$ cat src/rtl/margin_pkg.sv
// Shared types and the top-2 pair-merge used by every compare level of the margin pipeline.
package margin_pkg;

  localparam int unsigned PROB_W    = 8;
  localparam int unsigned N_CLASSES = 32;
  localparam int unsigned CLS_W     = 5;

  typedef struct packed {
    logic [PROB_W-1:0] max1;
    logic [CLS_W-1:0]  cls1;
    logic [PROB_W-1:0] max2;
  } top2_t;

  function automatic logic [PROB_W-1:0] max_prob(input logic [PROB_W-1:0] x,
                                                 input logic [PROB_W-1:0] y);
    return (x >= y) ? x : y;
  endfunction

  // a must carry the lower class indices so ">=" resolves ties toward the lowest class.
  function automatic top2_t merge_top2(input top2_t a, input top2_t b);
    top2_t r;
    if (a.max1 >= b.max1) begin
      r.max1 = a.max1;
      r.cls1 = a.cls1;
      r.max2 = max_prob(a.max2, b.max1);
    end else begin
      r.max1 = b.max1;
      r.cls1 = b.cls1;
      r.max2 = max_prob(a.max1, b.max2);
    end
    return r;
  endfunction

endpackage

$ cat src/rtl/margin_pipeline_top2_group4.sv
// Combinational top-2 selector over one group of four consecutive classes.
module top2_group4
  import margin_pkg::*;
#(
  parameter int unsigned GROUP = 0
) (
  input  logic [4*PROB_W-1:0] probs,
  output top2_t               result
);

  top2_t leaf [4];

  always_comb begin
    for (int unsigned i = 0; i < 4; i++) begin
      leaf[i].max1 = probs[i*PROB_W +: PROB_W];
      leaf[i].cls1 = CLS_W'(GROUP * 4 + i);
      leaf[i].max2 = '0;
    end
    result = merge_top2(merge_top2(leaf[0], leaf[1]), merge_top2(leaf[2], leaf[3]));
  end

endmodule

$ cat src/rtl/margin_pipeline.sv
// Three-stage top-1/top-2 margin extractor: one 32-class sample per enabled cycle,
// tagged with a wrapping sample index, stalled by en and flushed by clr.
module margin_pipeline #(
  parameter int unsigned DATA_LENGTH = 4608,
  parameter int unsigned PROB_W      = 8,
  parameter int unsigned N_CLASSES   = 32,
  parameter int unsigned DEPTH       = 3
) (
  input  logic                            clk,
  input  logic                            rst_n,
  input  logic                            en,
  input  logic                            clr,
  input  logic                            in_valid,
  input  logic [N_CLASSES*PROB_W-1:0]     in_data,
  output logic                            out_valid,
  output logic [PROB_W-1:0]               out_margin,
  output logic [$clog2(DATA_LENGTH)-1:0]  out_index,
  output logic [margin_pkg::CLS_W-1:0]    out_class
);
  import margin_pkg::top2_t;
  import margin_pkg::merge_top2;
  import margin_pkg::CLS_W;

  localparam int unsigned IDX_W    = $clog2(DATA_LENGTH);
  localparam int unsigned N_GROUPS = N_CLASSES / 4;

  top2_t             grpComb [N_GROUPS];
  top2_t             s1Top   [N_GROUPS];
  top2_t             s2ANext, s2BNext, s3Merge;
  top2_t             s2A, s2B;
  logic [PROB_W-1:0] marginQ;
  logic [CLS_W-1:0]  classQ;
  logic [DEPTH-1:0]  vPipe;
  logic [IDX_W-1:0]  idxPipe [DEPTH];
  logic [IDX_W-1:0]  idxCnt;
  logic [IDX_W-1:0]  idxNext;

  for (genvar g = 0; g < N_GROUPS; g++) begin : g_group
    top2_group4 #(.GROUP(g)) u_group (
      .probs  (in_data[g*4*PROB_W +: 4*PROB_W]),
      .result (grpComb[g])
    );
  end

  always_comb begin
    s2ANext = merge_top2(merge_top2(s1Top[0], s1Top[1]), merge_top2(s1Top[2], s1Top[3]));
    s2BNext = merge_top2(merge_top2(s1Top[4], s1Top[5]), merge_top2(s1Top[6], s1Top[7]));
    s3Merge = merge_top2(s2A, s2B);
    idxNext = (idxCnt == IDX_W'(DATA_LENGTH - 1)) ? '0 : idxCnt + 1'b1;
  end

  always_ff @(posedge clk) begin
    if (!rst_n) begin
      for (int unsigned i = 0; i < N_GROUPS; i++) s1Top[i] <= '0;
      for (int unsigned i = 0; i < DEPTH; i++) idxPipe[i] <= '0;
      s2A     <= '0;
      s2B     <= '0;
      marginQ <= '0;
      classQ  <= '0;
      vPipe   <= '0;
      idxCnt  <= '0;
    end else begin
      if (en) begin
        s1Top      <= grpComb;
        s2A        <= s2ANext;
        s2B        <= s2BNext;
        marginQ    <= s3Merge.max1 - s3Merge.max2;
        classQ     <= s3Merge.cls1;
        vPipe      <= {vPipe[DEPTH-2:0], in_valid};
        idxPipe[0] <= idxCnt;
        for (int unsigned i = 1; i < DEPTH; i++) idxPipe[i] <= idxPipe[i-1];
        if (in_valid) idxCnt <= idxNext;
      end
      // clr overrides the enabled update above, discarding any coincident sample.
      if (clr) begin
        vPipe  <= '0;
        idxCnt <= '0;
      end
    end
  end

  assign out_valid  = vPipe[DEPTH-1];
  assign out_margin = marginQ;
  assign out_class  = classQ;
  assign out_index  = idxPipe[DEPTH-1];

endmodule
$ cat config.mk
export PLATFORM = sky130hd
export DESIGN_NAME = margin_pipeline
export DESIGN_NICKNAME = d
export VERILOG_FILES = /design/src/rtl/margin_pkg.sv /design/src/rtl/margin_pipeline_top2_group4.sv /design/src/rtl/margin_pipeline.sv
export SDC_FILE = /design/constraint.sdc
export NUM_CORES = 1
export LEC_CHECK = 0
export BUFFER_PORTS_ARGS = -buffer_cell sky130_fd_sc_hd__buf_2
export CORE_UTILIZATION = 39
export DETAILED_ROUTE_END_ITERATION = 12
export GPL_ROUTABILITY_DRIVEN = 0
export PLACE_DENSITY = 0.61
export REMOVE_ABC_BUFFERS = 1
export SETUP_SLACK_MARGIN = 0.2
export SYNTH_ARGS = -nofsm -noshare
export SYNTH_HDL_FRONTEND = slang
export SYNTH_SLANG_ARGS = --single-unit
$ cat constraint.sdc
create_clock -name clk -period 7.81 [get_ports clk]
set_input_delay 0.781 -clock clk [delete_from_list [all_inputs] [get_ports clk]]
set_output_delay 0.781 -clock clk [all_outputs]
set_load 0.01 [all_outputs]
==> out/qor.json, run 1 <==
{
  "cts.htree.levels": {"value": 1},
  "slew_headroom": {"value": 25.0, "unit": "%"},
  "maxCapViolCount": {"value": 0},
  "arrival": {"value": 5590, "unit": "ps"},
  "numPlacedInstances": {"value": 4209},
  "dp.final_hpwl": {"value": 58000, "unit": "um"},
  "vdd_drop_max": {"value": 0.190, "unit": "mV"},
  "synth_top_area_share": {"value": 22.9, "unit": "%"},
  "synth.distinct_cells": {"value": 68},
  "reg2regPathDepth": {"value": 16},
  "min_from": {"value": "s2B[12]$_SDFFE_PN0P_"},
  "slew_at_the_pin_closest_to_its_max_slew_limit": {"value": 1130, "unit": "ps"},
  "crit_path_start_kind": {"value": "flop"},
  "clock_tree_buffer_depth": {"value": 3},
  "fill_cells": {"value": 6987},
  "timing.clock.skew": {"value": 22.1, "unit": "ps"},
  "top_level_ports": {"value": 288},
  "leakage": {"value": 15.5, "unit": "nW"},
  "firstDrtPassIters": {"value": 7},
  "worstHoldPathCells": {"value": 2},
  "cts_setup_buffers": {"value": 0},
  "coreArea": {"value": 68700, "unit": "um^2"},
  "share_of_cells_above_drive_strength_1": {"value": 15.4, "unit": "%"},
  "timing_limited_maximum_frequency": {"value": 197, "unit": "MHz"},
  "worst_setup_hold_path_clk_slew": {"value": 60, "unit": "ps"},
  "first_global_vias": {"value": 22400},
  "critPathMaxFanout": {"value": 26},
  "ys_seq_area_share": {"value": 20.2, "unit": "%"},
  "critPathCaptureType": {"value": "flop"},
  "setup_violating_endpoint_count_in_the_final_report": {"value": 0},
  "die-area": {"value": 70500, "unit": "um^2"},
  "cts_inserted_buffers": {"value": 31},
  "regToRegSetupSlack": {"value": 2730, "unit": "ps"},
  "area_of_the_multi_input_gates": {"value": 19900, "unit": "um^2"},
  "layout.cells.most_common": {"value": "sky130_fd_sc_hd__ha_1"},
  "detailroute.via_count": {"value": 22900},
  "timing_hold_violations_final": {"value": 0},
  "synthesis.yosys.warnings": {"value": 0},
  "timing_max_transition_violations_final": {"value": 0},
  "cts_tree": {"value": "done"},
  "ctsHoldBuffers": {"value": 0},
  "hold_path_end": {"value": "s2B[12]$_SDFFE_PN0P_"},
  "grt_antenna_before_repair": {"value": 3},
  "cts_resized": {"value": 0},
  "post_drt_via_cell_ratio": {"value": 5.38},
  "placement.setup.worst_slack": {"value": 2430, "unit": "ps"},
  "clock_sinks": {"value": 254},
  "route.detailed.drc": {"value": 0},
  "drt-initial-drc-count": {"value": 988},
  "timing.final.ws_setup": {"value": 2730, "unit": "ps"},
  "stdcell_area": {"value": 30500, "unit": "um^2"},
  "final_cell_mix": {"value": "sky130_fd_sc_hd__ha_1, sky130_fd_sc_hd__mux2i_1, sky130_fd_sc_hd__inv_1, sky130_fd_sc_hd__buf_2, sky130_fd_sc_hd__dfxtp_1"},
  "setup-tns-final": {"value": 0, "unit": "ps"},
  "globalRouteTotalUtil": {"value": 20.3, "unit": "%"},
  "run_status": {"value": "completed"},
  "worstSetupPathType": {"value": "flop to flop"},
  "crit-reg2reg-capture": {"value": "s2B[3]$_SDFFE_PN0P_"},
  "placed_area": {"value": 29400, "unit": "um^2"},
  "finalWorstPathRequiredPeriod": {"value": 5080, "unit": "ps"},
  "seq_area": {"value": 5480, "unit": "um^2"},
  "antennaDiodeCount": {"value": 0},
  "crit_required": {"value": 8320, "unit": "ps"},
  "worst_skew_pair_latency": {"value": 580, "unit": "ps"},
  "syn-cell-area": {"value": 27100, "unit": "um^2"},
  "cts_root_buf": {"value": "sky130_fd_sc_hd__clkbuf_16"},
  "grt_max_degree": {"value": 69},
  "yosys-top-cells-area": {"value": "sky130_fd_sc_hd__ha_1, sky130_fd_sc_hd__mux2i_1, sky130_fd_sc_hd__dfxtp_1"},
  "finish.net_count": {"value": 4069},
  "floorplan.initialDensity": {"value": 39.4, "unit": "%"},
  "global_route.overflow_total": {"value": 0},
  "synthDominantAreaCellType": {"value": "sky130_fd_sc_hd__ha_1"},
  "post_synth_inst_count": {"value": 3090},
  "chipHeight": {"value": 266, "unit": "um"},
  "numPortBuffers": {"value": 287},
  "stdcell_count": {"value": 4266},
  "finalCritPeriodShare": {"value": 65.0, "unit": "%"},
  "site_rows": {"value": 96},
  "syn_avg_cell_area": {"value": 8.76, "unit": "um^2"},
  "area_delta_synth_final": {"value": 12.7, "unit": "%"},
  "finalWirelength": {"value": 72700, "unit": "um"},
  "synth_enable_flop_cells": {"value": 39},
  "unrepaired_setup_endpoints_after_global_routing": {"value": "false"},
  "chipWidth": {"value": 266, "unit": "um"},
  "wire_per_inst": {"value": 17.0, "unit": "um"},
  "fraction_of_registers_with_async_set_or_reset_after_synthesis": {"value": 0, "unit": "%"},
  "hold_class": {"value": "flop to flop"},
  "grt_first_pass_wirelength": {"value": 117000, "unit": "um"},
  "postSynthRegisterBits": {"value": 254},
  "detail-route-antenna-nets": {"value": 0},
  "final_core_utilization": {"value": 44.4, "unit": "%"},
  "top_reg_cell_synth": {"value": "sky130_fd_sc_hd__dfxtp_1"},
  "p_per_area": {"value": 266, "unit": "nW/um^2"},
  "worstReg2RegStart": {"value": "s1Top[34]$_SDFFE_PN0P_"}
}
logic make-up (layout without fill, tap and decap cells):
logic type                 after synthesis  in the layout  share of synthesized area [%]
AOI/OAI and AO/OA                      713            713                           18.2
and+or+nand+nor                        648            648                           11.8
muxes                                  525            525                           19.9
xor gates and xnor gates                17             17                          0.550
DFF                                    254            254                           20.2
adders and majority gates              497            497                           23.0
buffers and inverters                  436            681                           6.40
per-stage QoR:
stage | total power [mW] | hold WS [ps]
2_1_floorplan | 5.21 | 418
4_1_cts | 8.18 | 450
3_3_place_gp | 6.42 | 433
5_1_grt | 8.81 | 474
6_report | 8.13 | 445
3_5_place_dp | 6.48 | 440
cells in the mapped netlist, types with 5 or more instances:
cell type and count:
sky130_fd_sc_hd__a22oi_1 7, sky130_fd_sc_hd__o22ai_1 30, sky130_fd_sc_hd__a221o_1 40, sky130_fd_sc_hd__o2111a_1 6, sky130_fd_sc_hd__o221ai_1 8, sky130_fd_sc_hd__nand2b_1 81
sky130_fd_sc_hd__a32oi_1 8, sky130_fd_sc_hd__and3_1 82, sky130_fd_sc_hd__and2_1 13, sky130_fd_sc_hd__o211a_1 6, sky130_fd_sc_hd__o21ai_0 133, sky130_fd_sc_hd__nor3_1 5
sky130_fd_sc_hd__inv_1 305, sky130_fd_sc_hd__a211oi_1 35, sky130_fd_sc_hd__a2111oi_0 8, sky130_fd_sc_hd__xnor2_1 6, sky130_fd_sc_hd__clkbuf_1 82, sky130_fd_sc_hd__edfxtp_1 39
sky130_fd_sc_hd__ha_1 496, sky130_fd_sc_hd__o211ai_1 22, sky130_fd_sc_hd__o41a_1 6, sky130_fd_sc_hd__dfxtp_1 215, sky130_fd_sc_hd__mux2_2 90, sky130_fd_sc_hd__o32ai_1 7
sky130_fd_sc_hd__a31oi_1 11, sky130_fd_sc_hd__nand2_1 195, sky130_fd_sc_hd__buf_2 29, sky130_fd_sc_hd__a211o_1 26, sky130_fd_sc_hd__o2111ai_1 18, sky130_fd_sc_hd__o32a_1 6
sky130_fd_sc_hd__xor2_1 11, sky130_fd_sc_hd__nand3_1 58, sky130_fd_sc_hd__a21oi_2 11, sky130_fd_sc_hd__or2_2 16, sky130_fd_sc_hd__a22o_1 41, sky130_fd_sc_hd__o21a_1 11
sky130_fd_sc_hd__buf_4 14, sky130_fd_sc_hd__nor2_1 134, sky130_fd_sc_hd__mux2i_1 433, sky130_fd_sc_hd__nor2b_1 34, sky130_fd_sc_hd__a221oi_1 6, sky130_fd_sc_hd__a21oi_1 195
sky130_fd_sc_hd__a21o_1 55, sky130_fd_sc_hd__nand4_1 17
registers in the layout (all words and copies together), names as in the netlist:
signal and flops:
out_margin 8, idxCnt 13, out_class 5, s2B 21, s1Top 145, s2A 20
vPipe 3, idxPipe 39
routing by layer:
layer / GRT usage [%] / vias up / wire length [um]
met5: 0 / - / 0
met4: 4.95 / 0 / 1710
met3: 1.96 / 103 / 2510
met2: 36.4 / 370 / 35500
met1: 25.8 / 10700 / 33000
li1: - / 11800 / -
how the worst max path moves through the flow:
stage                                       from                 endpoint  cells past startpoint
after floorplan                               en  s1Top[127]$_SDFFE_PN0P_                      3
after global placement              in_data[192]   s1Top[28]$_SDFFE_PN0P_                     18
after detailed placement            in_data[192]   s1Top[23]$_SDFFE_PN0P_                     18
after CTS                 s1Top[34]$_SDFFE_PN0P_      s2B[3]$_SDFFE_PN0P_                     16
after global routing      s1Top[97]$_SDFFE_PN0P_      s2A[1]$_SDFFE_PN0P_                     16
final                     s1Top[34]$_SDFFE_PN0P_      s2B[3]$_SDFFE_PN0P_                     16
area by class of cell:
class                           count  share of cell area [%]
Clock buffer                       41                    2.97
Clock inverter                     16                   0.881
Inverter                          306                    3.77
Multi-Input combinational cell   2400                    65.2
Sequential cell                   254                    17.9
Tap cell                          931                    3.82
Timing Repair Buffer              318                    5.47
worst max-delay path, cell delays in order, from the launching register on:
cell                        delay (ps)
sky130_fd_sc_hd__dfxtp_1           360
sky130_fd_sc_hd__inv_1              80
sky130_fd_sc_hd__ha_1              270
sky130_fd_sc_hd__nand2b_4          150
sky130_fd_sc_hd__a2111oi_4         350
sky130_fd_sc_hd__nor3_2             90
sky130_fd_sc_hd__a2111oi_4         280
sky130_fd_sc_hd__buf_4             380
sky130_fd_sc_hd__mux2i_1           530
sky130_fd_sc_hd__ha_1              340
sky130_fd_sc_hd__and2_1            150
sky130_fd_sc_hd__o21ai_0           120
sky130_fd_sc_hd__o21ai_0           100
sky130_fd_sc_hd__o41a_1            690
sky130_fd_sc_hd__nor3_1            750
sky130_fd_sc_hd__a221oi_1          180
sky130_fd_sc_hd__nand3_1           140
power breakdown:
part | switching [mW] | leakage (nW) | internal [mW]
clock | 0.608 | 0.577 | 1.05
sequential | 0.224 | 2.20 | 1.55
combinational | 2.66 | 12.8 | 2.05
(Power assumes the default switching activity.)
==> run 2, diff against run 1 <==
Settings changed: PLACE_DENSITY 0.61 to 0.63.
Clock period 7.81 ns to 4.6 ns, I/O delays scaled along.
==> out/qor.json, run 2 (same netlist as run 1, synthesis figures left out) <==
{
  "critPathMaxFanout": {"value": 15, "change": "-42%"},
  "critPathCaptureType": {"value": "flop"},
  "area_delta_synth_final": {"value": 14.4, "unit": "%"},
  "drt-initial-drc-count": {"value": 1267, "change": "+28%"},
  "grt_first_pass_wirelength": {"value": 119000, "unit": "um", "change": "+1.3%"},
  "finalWorstPathRequiredPeriod": {"value": 4210, "unit": "ps", "change": "-865 ps"},
  "top_level_ports": {"value": 288, "change": "unchanged"},
  "first_global_vias": {"value": 22700, "change": "+1.3%"},
  "layout.cells.most_common": {"value": "sky130_fd_sc_hd__ha_1"},
  "total_power": {"value": 14.0, "unit": "mW", "change": "+72%"},
  "route.detailed.drc": {"value": 0, "change": "unchanged"},
  "crit-reg2reg-capture": {"value": "s2B[1]$_SDFFE_PN0P_"},
  "wire_per_inst": {"value": 17.3, "unit": "um", "change": "+1.8%"},
  "largest_register": {"value": "s1Top"},
  "arrival": {"value": 4670, "unit": "ps", "change": "-920 ps"},
  "site_rows": {"value": 96, "change": "unchanged"},
  "worst_skew_pair_latency": {"value": 580, "unit": "ps", "change": "about the same"},
  "vdd_drop_max": {"value": 0.402, "unit": "mV", "change": "+110%"},
  "cts_root_buf": {"value": "sky130_fd_sc_hd__clkbuf_16"},
  "hold_class": {"value": "primary input to flop"},
  "p_per_area": {"value": 451, "unit": "nW/um^2", "change": "+69%"},
  "maxCapViolCount": {"value": 0, "change": "unchanged"},
  "crit_required": {"value": 5060, "unit": "ps", "change": "-3260 ps"},
  "unrepaired_setup_endpoints_after_global_routing": {"value": "true"},
  "firstDrtPassIters": {"value": 6, "change": "-1"},
  "globalRouteTotalUtil": {"value": 20.6, "unit": "%", "change": "+0.37 points"},
  "worstHoldPathCells": {"value": 3, "change": "+1"},
  "floorplan.initialDensity": {"value": 39.4, "unit": "%", "change": "unchanged"},
  "slew_headroom": {"value": 29.1, "unit": "%", "change": "+4.2 points"},
  "dp.final_hpwl": {"value": 60800, "unit": "um", "change": "+4.8%"},
  "worstSetupPathType": {"value": "flop to flop"},
  "crit_path_start": {"value": "s1Top[76]$_SDFFE_PN0P_"},
  "ctsHoldBuffers": {"value": 0, "change": "unchanged"},
  "detail-route-antenna-nets": {"value": 0, "change": "unchanged"},
  "placed_area": {"value": 29900, "unit": "um^2", "change": "+1.7%"},
  "timing_limited_maximum_frequency": {"value": 237, "unit": "MHz", "change": "+21%"},
  "final_cell_mix": {"value": "sky130_fd_sc_hd__ha_1, sky130_fd_sc_hd__mux2i_1, sky130_fd_sc_hd__inv_1, sky130_fd_sc_hd__buf_2, sky130_fd_sc_hd__dfxtp_1"},
  "setup_violating_endpoint_count_in_the_final_report": {"value": 0, "change": "unchanged"},
  "chipHeight": {"value": 266, "unit": "um", "change": "unchanged"},
  "numPortBuffers": {"value": 287, "change": "unchanged"},
  "leakage": {"value": 15.8, "unit": "nW", "change": "+1.7%"},
  "global_route.overflow_total": {"value": 0, "change": "unchanged"},
  "grt_max_degree": {"value": 133, "change": "+93%"},
  "stdcell_area": {"value": 31000, "unit": "um^2", "change": "+1.5%"},
  "worstReg2RegStart": {"value": "s1Top[76]$_SDFFE_PN0P_"},
  "min_from": {"value": "in_valid"},
  "run_status": {"value": "completed"},
  "cts_tree": {"value": "done"},
  "cts.htree.levels": {"value": 1, "change": "unchanged"},
  "largest_reg_flops": {"value": 145, "change": "unchanged"},
  "timing_hold_violations_final": {"value": 0, "change": "unchanged"},
  "clock_sinks": {"value": 254, "change": "unchanged"},
  "grt_antenna_before_repair": {"value": 0, "change": "-3"},
  "fill_cells": {"value": 6869, "change": "-1.7%"},
  "finalWirelength": {"value": 75100, "unit": "um", "change": "+3.4%"},
  "timing.clock.skew": {"value": 11.1, "unit": "ps", "change": "-11.0 ps"},
  "reg2regPathDepth": {"value": 17, "change": "+1"},
  "antennaDiodeCount": {"value": 0, "change": "unchanged"},
  "share_of_cells_above_drive_strength_1": {"value": 17.1, "unit": "%", "change": "+1.8 points"},
  "finalCritPeriodShare": {"value": 91.6, "unit": "%", "change": "+27 points"},
  "worst_setup_hold_path_clk_slew": {"value": 70, "unit": "ps", "change": "about the same"},
  "die-area": {"value": 70500, "unit": "um^2", "change": "unchanged"},
  "timing_max_transition_violations_final": {"value": 0, "change": "unchanged"},
  "slew_at_the_pin_closest_to_its_max_slew_limit": {"value": 1060, "unit": "ps", "change": "-66.2 ps"},
  "post_drt_via_cell_ratio": {"value": 5.39, "change": "+0.26%"},
  "regToRegSetupSlack": {"value": 390, "unit": "ps", "change": "-2350 ps"},
  "chipWidth": {"value": 266, "unit": "um", "change": "unchanged"},
  "clock_tree_buffer_depth": {"value": 3, "change": "unchanged"},
  "detailroute.via_count": {"value": 23400, "change": "+1.8%"},
  "finish.net_count": {"value": 4137, "change": "+1.7%"},
  "largestRegisters": {"value": "s1Top x145, idxPipe x39, s2B x21"},
  "hold_path_end": {"value": "vPipe[0]$_SDFFE_PP0P_"},
  "coreArea": {"value": 68700, "unit": "um^2", "change": "unchanged"},
  "crit_path_start_kind": {"value": "flop"},
  "cts_inserted_buffers": {"value": 29, "change": "-6.5%"}
}
## run 2: changes by cell type in the layout (fill, tap and decap cells not counted), sizes merged
cell      delta
clkinvlp     +4
inv          +1
bufinv       -2
buf         +69
clkbuf       -5
## run 2: per-layer routing
metal / GRT usage, % / wire [um] / vias up
met4: 6.50 / 2220 / 0
met5: 0 / 0 / -
met2: 38.6 / 37900 / 412
met3: 1.85 / 2460 / 112
met1: 24.6 / 32500 / 10900
li1: - / - / 12000
## run 2: how the worst max path moves through the flow
stage / cells after the start / slack (ps) / endpoint
2_1_floorplan: 3 / -4270 / s1Top[127]$_SDFFE_PN0P_
3_3_place_gp: 17 / 250 / s1Top[2]$_SDFFE_PN0P_
3_5_place_dp: 16 / 180 / s2B[2]$_SDFFE_PN0P_
4_1_cts: 16 / 260 / s2B[2]$_SDFFE_PN0P_
5_1_grt: 19 / 190 / s2B[2]$_SDFFE_PN0P_
6_report: 17 / 390 / s2B[1]$_SDFFE_PN0P_
## run 2: metrics by stage
step	setup TNS, ps	utilization (%)	setup WS [ps]	hold WS, ps	instances
after global routing	0	45.1	193	221	4333
after global placement	0	43.5	248	436	4275
after CTS	0	45.0	260	191	4329
final	0	45.1	388	230	4333
after detailed placement	0	43.5	183	436	4275
after floorplan	-459190	-	-4270	418	2960
## run 2: final cells by class
cell class / instances / area [um^2] / area share [%]
multi-input combinational: 2400 / 19900 / 64.3
sequential: 254 / 5480 / 17.7
inverter: 306 / 1150 / 3.71
clock inverter: 19 / 262 / 0.844
tap: 931 / 1160 / 3.76
clock buffer: 35 / 758 / 2.45
timing repair buffer: 388 / 2240 / 7.22
## run 2: what timing repair did
| item | in CTS | in global routing |
|---|---|---|
| endpoints found under the setup margin | 2 | 21 |
| resized for setup | 1 | 14 |
| pin swaps | 0 | 2 |
| buffers inserted | 0 | 3 |
| cloned | 0 | 1 |
## run 2: where the power goes
part | internal, mW | switching (mW) | total (mW)
registers | 2.63 | 0.401 | 3.03
clock network | 1.47 | 1.03 | 2.50
logic | 3.77 | 4.67 | 8.43
## run 2: worst max-delay path: stages (launching register included)
cell and delay, ps:
sky130_fd_sc_hd__dfxtp_1 330, sky130_fd_sc_hd__inv_1 90, sky130_fd_sc_hd__ha_1 270, sky130_fd_sc_hd__nand2b_1 150, sky130_fd_sc_hd__a2111oi_0 530, sky130_fd_sc_hd__o31ai_2 200
sky130_fd_sc_hd__buf_4 240, sky130_fd_sc_hd__nand2_1 70, sky130_fd_sc_hd__o21ai_0 260, sky130_fd_sc_hd__ha_1 320, sky130_fd_sc_hd__a21o_1 150, sky130_fd_sc_hd__a31oi_1 200
sky130_fd_sc_hd__o21ai_0 150, sky130_fd_sc_hd__o41a_1 410, sky130_fd_sc_hd__nand3_1 260, sky130_fd_sc_hd__nor2_1 70, sky130_fd_sc_hd__a221oi_1 250, sky130_fd_sc_hd__nand3_1 120
==> run 3, diff against run 2 <==
Settings changed: BUFFER_PORTS_ARGS -buffer_cell sky130_fd_sc_hd__buf_2 to not set, DONT_BUFFER_PORTS set to 1, PLACE_DENSITY 0.63 to 0.59.
==> out/qor.json, run 3 (same netlist as run 1, synthesis figures left out) <==
{
  "site_rows": {"value": 96, "change": "unchanged"},
  "layout.cells.most_common": {"value": "sky130_fd_sc_hd__ha_1"},
  "timing_limited_maximum_frequency": {"value": 241, "unit": "MHz", "change": "+1.7%"},
  "top_level_ports": {"value": 288, "change": "unchanged"},
  "share_of_cells_above_drive_strength_1": {"value": 10.1, "unit": "%", "change": "-7.0 points"},
  "worstSetupPathType": {"value": "flop to flop"},
  "critPathCaptureType": {"value": "flop"},
  "cts.htree.levels": {"value": 1, "change": "unchanged"},
  "arrival": {"value": 4660, "unit": "ps", "change": "about the same"},
  "crit_required": {"value": 5120, "unit": "ps", "change": "+60 ps"},
  "final_cell_mix": {"value": "sky130_fd_sc_hd__ha_1, sky130_fd_sc_hd__mux2i_1, sky130_fd_sc_hd__inv_1, sky130_fd_sc_hd__dfxtp_1, sky130_fd_sc_hd__nand2_1"},
  "die-area": {"value": 70500, "unit": "um^2", "change": "unchanged"},
  "setup-tns-final": {"value": 0, "unit": "ps", "change": "unchanged"},
  "reg2regPathDepth": {"value": 17, "change": "unchanged"},
  "crit_path_start_kind": {"value": "flop"},
  "finalHoldWorstSlack": {"value": 75.5, "unit": "ps", "change": "-154 ps"},
  "worst_skew_pair_latency": {"value": 580, "unit": "ps", "change": "about the same"},
  "finish.net_count": {"value": 3864, "change": "-6.6%"},
  "timing_hold_violations_final": {"value": 0, "change": "unchanged"},
  "final_core_utilization": {"value": 43.3, "unit": "%", "change": "-1.8 points"},
  "critPathMaxFanout": {"value": 26, "change": "+11"},
  "first_global_vias": {"value": 21600, "change": "-4.8%"},
  "timing.clock.skew": {"value": 14.4, "unit": "ps", "change": "+3.31 ps"},
  "global_route.overflow_total": {"value": 0, "change": "unchanged"},
  "unrepaired_setup_endpoints_after_global_routing": {"value": "false"},
  "vdd_drop_max": {"value": 0.272, "unit": "mV", "change": "-32%"},
  "finalWorstPathRequiredPeriod": {"value": 4140, "unit": "ps", "change": "-68.5 ps"},
  "numPlacedInstances": {"value": 3994, "change": "-6.6%"},
  "numPortBuffers": {"value": 0, "change": "-100%"},
  "maxCapViolCount": {"value": 0, "change": "unchanged"},
  "leakage": {"value": 14.8, "unit": "nW", "change": "-6.5%"},
  "coreArea": {"value": 68700, "unit": "um^2", "change": "unchanged"},
  "finalCritPeriodShare": {"value": 90.1, "unit": "%", "change": "-1.5 points"},
  "floorplan.initialDensity": {"value": 39.4, "unit": "%", "change": "unchanged"},
  "grt_max_degree": {"value": 83, "change": "-38%"},
  "wire_per_inst": {"value": 17.7, "unit": "um", "change": "+2.0%"},
  "slew_at_the_pin_closest_to_its_max_slew_limit": {"value": 856, "unit": "ps", "change": "-204 ps"},
  "p_per_area": {"value": 468, "unit": "nW/um^2", "change": "+3.9%"},
  "chipWidth": {"value": 266, "unit": "um", "change": "unchanged"},
  "detail-route-antenna-nets": {"value": 0, "change": "unchanged"},
  "grt_first_pass_wirelength": {"value": 114000, "unit": "um", "change": "-3.9%"},
  "clock_sinks": {"value": 254, "change": "unchanged"},
  "cts_inserted_buffers": {"value": 31, "change": "+6.9%"},
  "dp.final_hpwl": {"value": 58100, "unit": "um", "change": "-4.4%"},
  "clock_tree_buffer_depth": {"value": 3, "change": "unchanged"},
  "worstHoldPathCells": {"value": 1, "change": "-2"},
  "cts_tree": {"value": "done"},
  "finalWirelength": {"value": 71800, "unit": "um", "change": "-4.4%"},
  "stdcell_count": {"value": 4062, "change": "-6.3%"},
  "area_delta_synth_final": {"value": 9.87, "unit": "%"},
  "firstDrtPassIters": {"value": 5, "change": "-1"},
  "post_drt_via_cell_ratio": {"value": 5.46, "change": "+1.2%"},
  "grt_antenna_before_repair": {"value": 0, "change": "unchanged"},
  "worst_setup_hold_path_clk_slew": {"value": 60, "unit": "ps", "change": "about the same"},
  "run_status": {"value": "completed"},
  "antennaDiodeCount": {"value": 0, "change": "unchanged"},
  "drt-initial-drc-count": {"value": 998, "change": "-21%"},
  "largest_reg_flops": {"value": 145, "change": "unchanged"},
  "globalRouteTotalUtil": {"value": 19.8, "unit": "%", "change": "-0.86 points"},
  "chipHeight": {"value": 266, "unit": "um", "change": "unchanged"},
  "detailroute.via_count": {"value": 22200, "change": "-5.1%"},
  "route.detailed.drc": {"value": 0, "change": "unchanged"},
  "setup_violating_endpoint_count_in_the_final_report": {"value": 0, "change": "unchanged"},
  "largestRegisters": {"value": "s1Top x145, idxPipe x39, s2B x21"},
  "largest_register": {"value": "s1Top"},
  "timing_max_transition_violations_final": {"value": 0, "change": "unchanged"},
  "slew_headroom": {"value": 43.0, "unit": "%", "change": "+14 points"},
  "cts_root_buf": {"value": "sky130_fd_sc_hd__clkbuf_16"},
  "total_power": {"value": 13.9, "unit": "mW", "change": "-0.28%"},
  "hold_class": {"value": "primary input to flop"}
}
## run 3: path summary, 6_finish.rpt
check | startpoint | to | slack [ps]
hold reg to reg | s1Top[156]$_SDFFE_PN0P_ | s1Top[156]$_SDFFE_PN0P_ | 440
setup reg to reg | s1Top[34]$_SDFFE_PN0P_ | s2B[4]$_SDFFE_PN0P_ | 460
setup / recovery | s1Top[34]$_SDFFE_PN0P_ | s2B[4]$_SDFFE_PN0P_ | 460
hold / removal | rst_n | out_margin[1]$_SDFFE_PN0P_ | 80
## run 3: layer usage
layer	up-vias	share of wire, %	global-route usage, %
met5	-	0	0
met4	0	1.8	4.17
met3	80	4.1	2.75
met2	367	49	35.7
met1	10300	45	24.7
li1	11400	-	-
## run 3: repair_timing
item / 4_1_cts / 5_1_grt
buffers inserted: 0 / 9
endpoints found under the hold margin: 1 / 0
resized for setup: 0 / 9
setup endpoints to repair: 0 / 14
hold buffers: 1 / 0
## run 3: power by group
part	internal (mW)	switching [mW]
clock	1.66	1.06
sequential	2.63	0.412
combinational	3.74	4.42
## run 3: layout make-up
class / instances / area, um^2
Inverter: 306 / 1150
Clock buffer: 33 / 793
Fill cell: 6871 / 39000
Clock inverter: 25 / 350
Timing Repair Buffer: 113 / 901
Sequential cell: 254 / 5480
Multi-Input combinational cell: 2400 / 19900
Tap cell: 931 / 1160
## run 3: worst max-delay path: stages, from the launching register on
cell and delay (ps):
sky130_fd_sc_hd__dfxtp_1 350, sky130_fd_sc_hd__inv_1 90, sky130_fd_sc_hd__ha_1 280, sky130_fd_sc_hd__nand2b_4 150, sky130_fd_sc_hd__a2111oi_4 360, sky130_fd_sc_hd__nor3_2 90
sky130_fd_sc_hd__a2111oi_4 330, sky130_fd_sc_hd__buf_12 230, sky130_fd_sc_hd__mux2i_1 340, sky130_fd_sc_hd__ha_1 300, sky130_fd_sc_hd__and2_1 150, sky130_fd_sc_hd__o21ai_0 140
sky130_fd_sc_hd__o21ai_0 110, sky130_fd_sc_hd__o41a_1 390, sky130_fd_sc_hd__buf_4 230, sky130_fd_sc_hd__nor2_2 280, sky130_fd_sc_hd__nand3_1 160, sky130_fd_sc_hd__nand3_1 100
## run 3: stage by stage
stage	instance area, um^2	setup WS, ps
floorplan	26500	-4270
global placement	28500	359
detailed placement	28500	270
CTS	29700	362
global route	29800	209
finish	29800	457
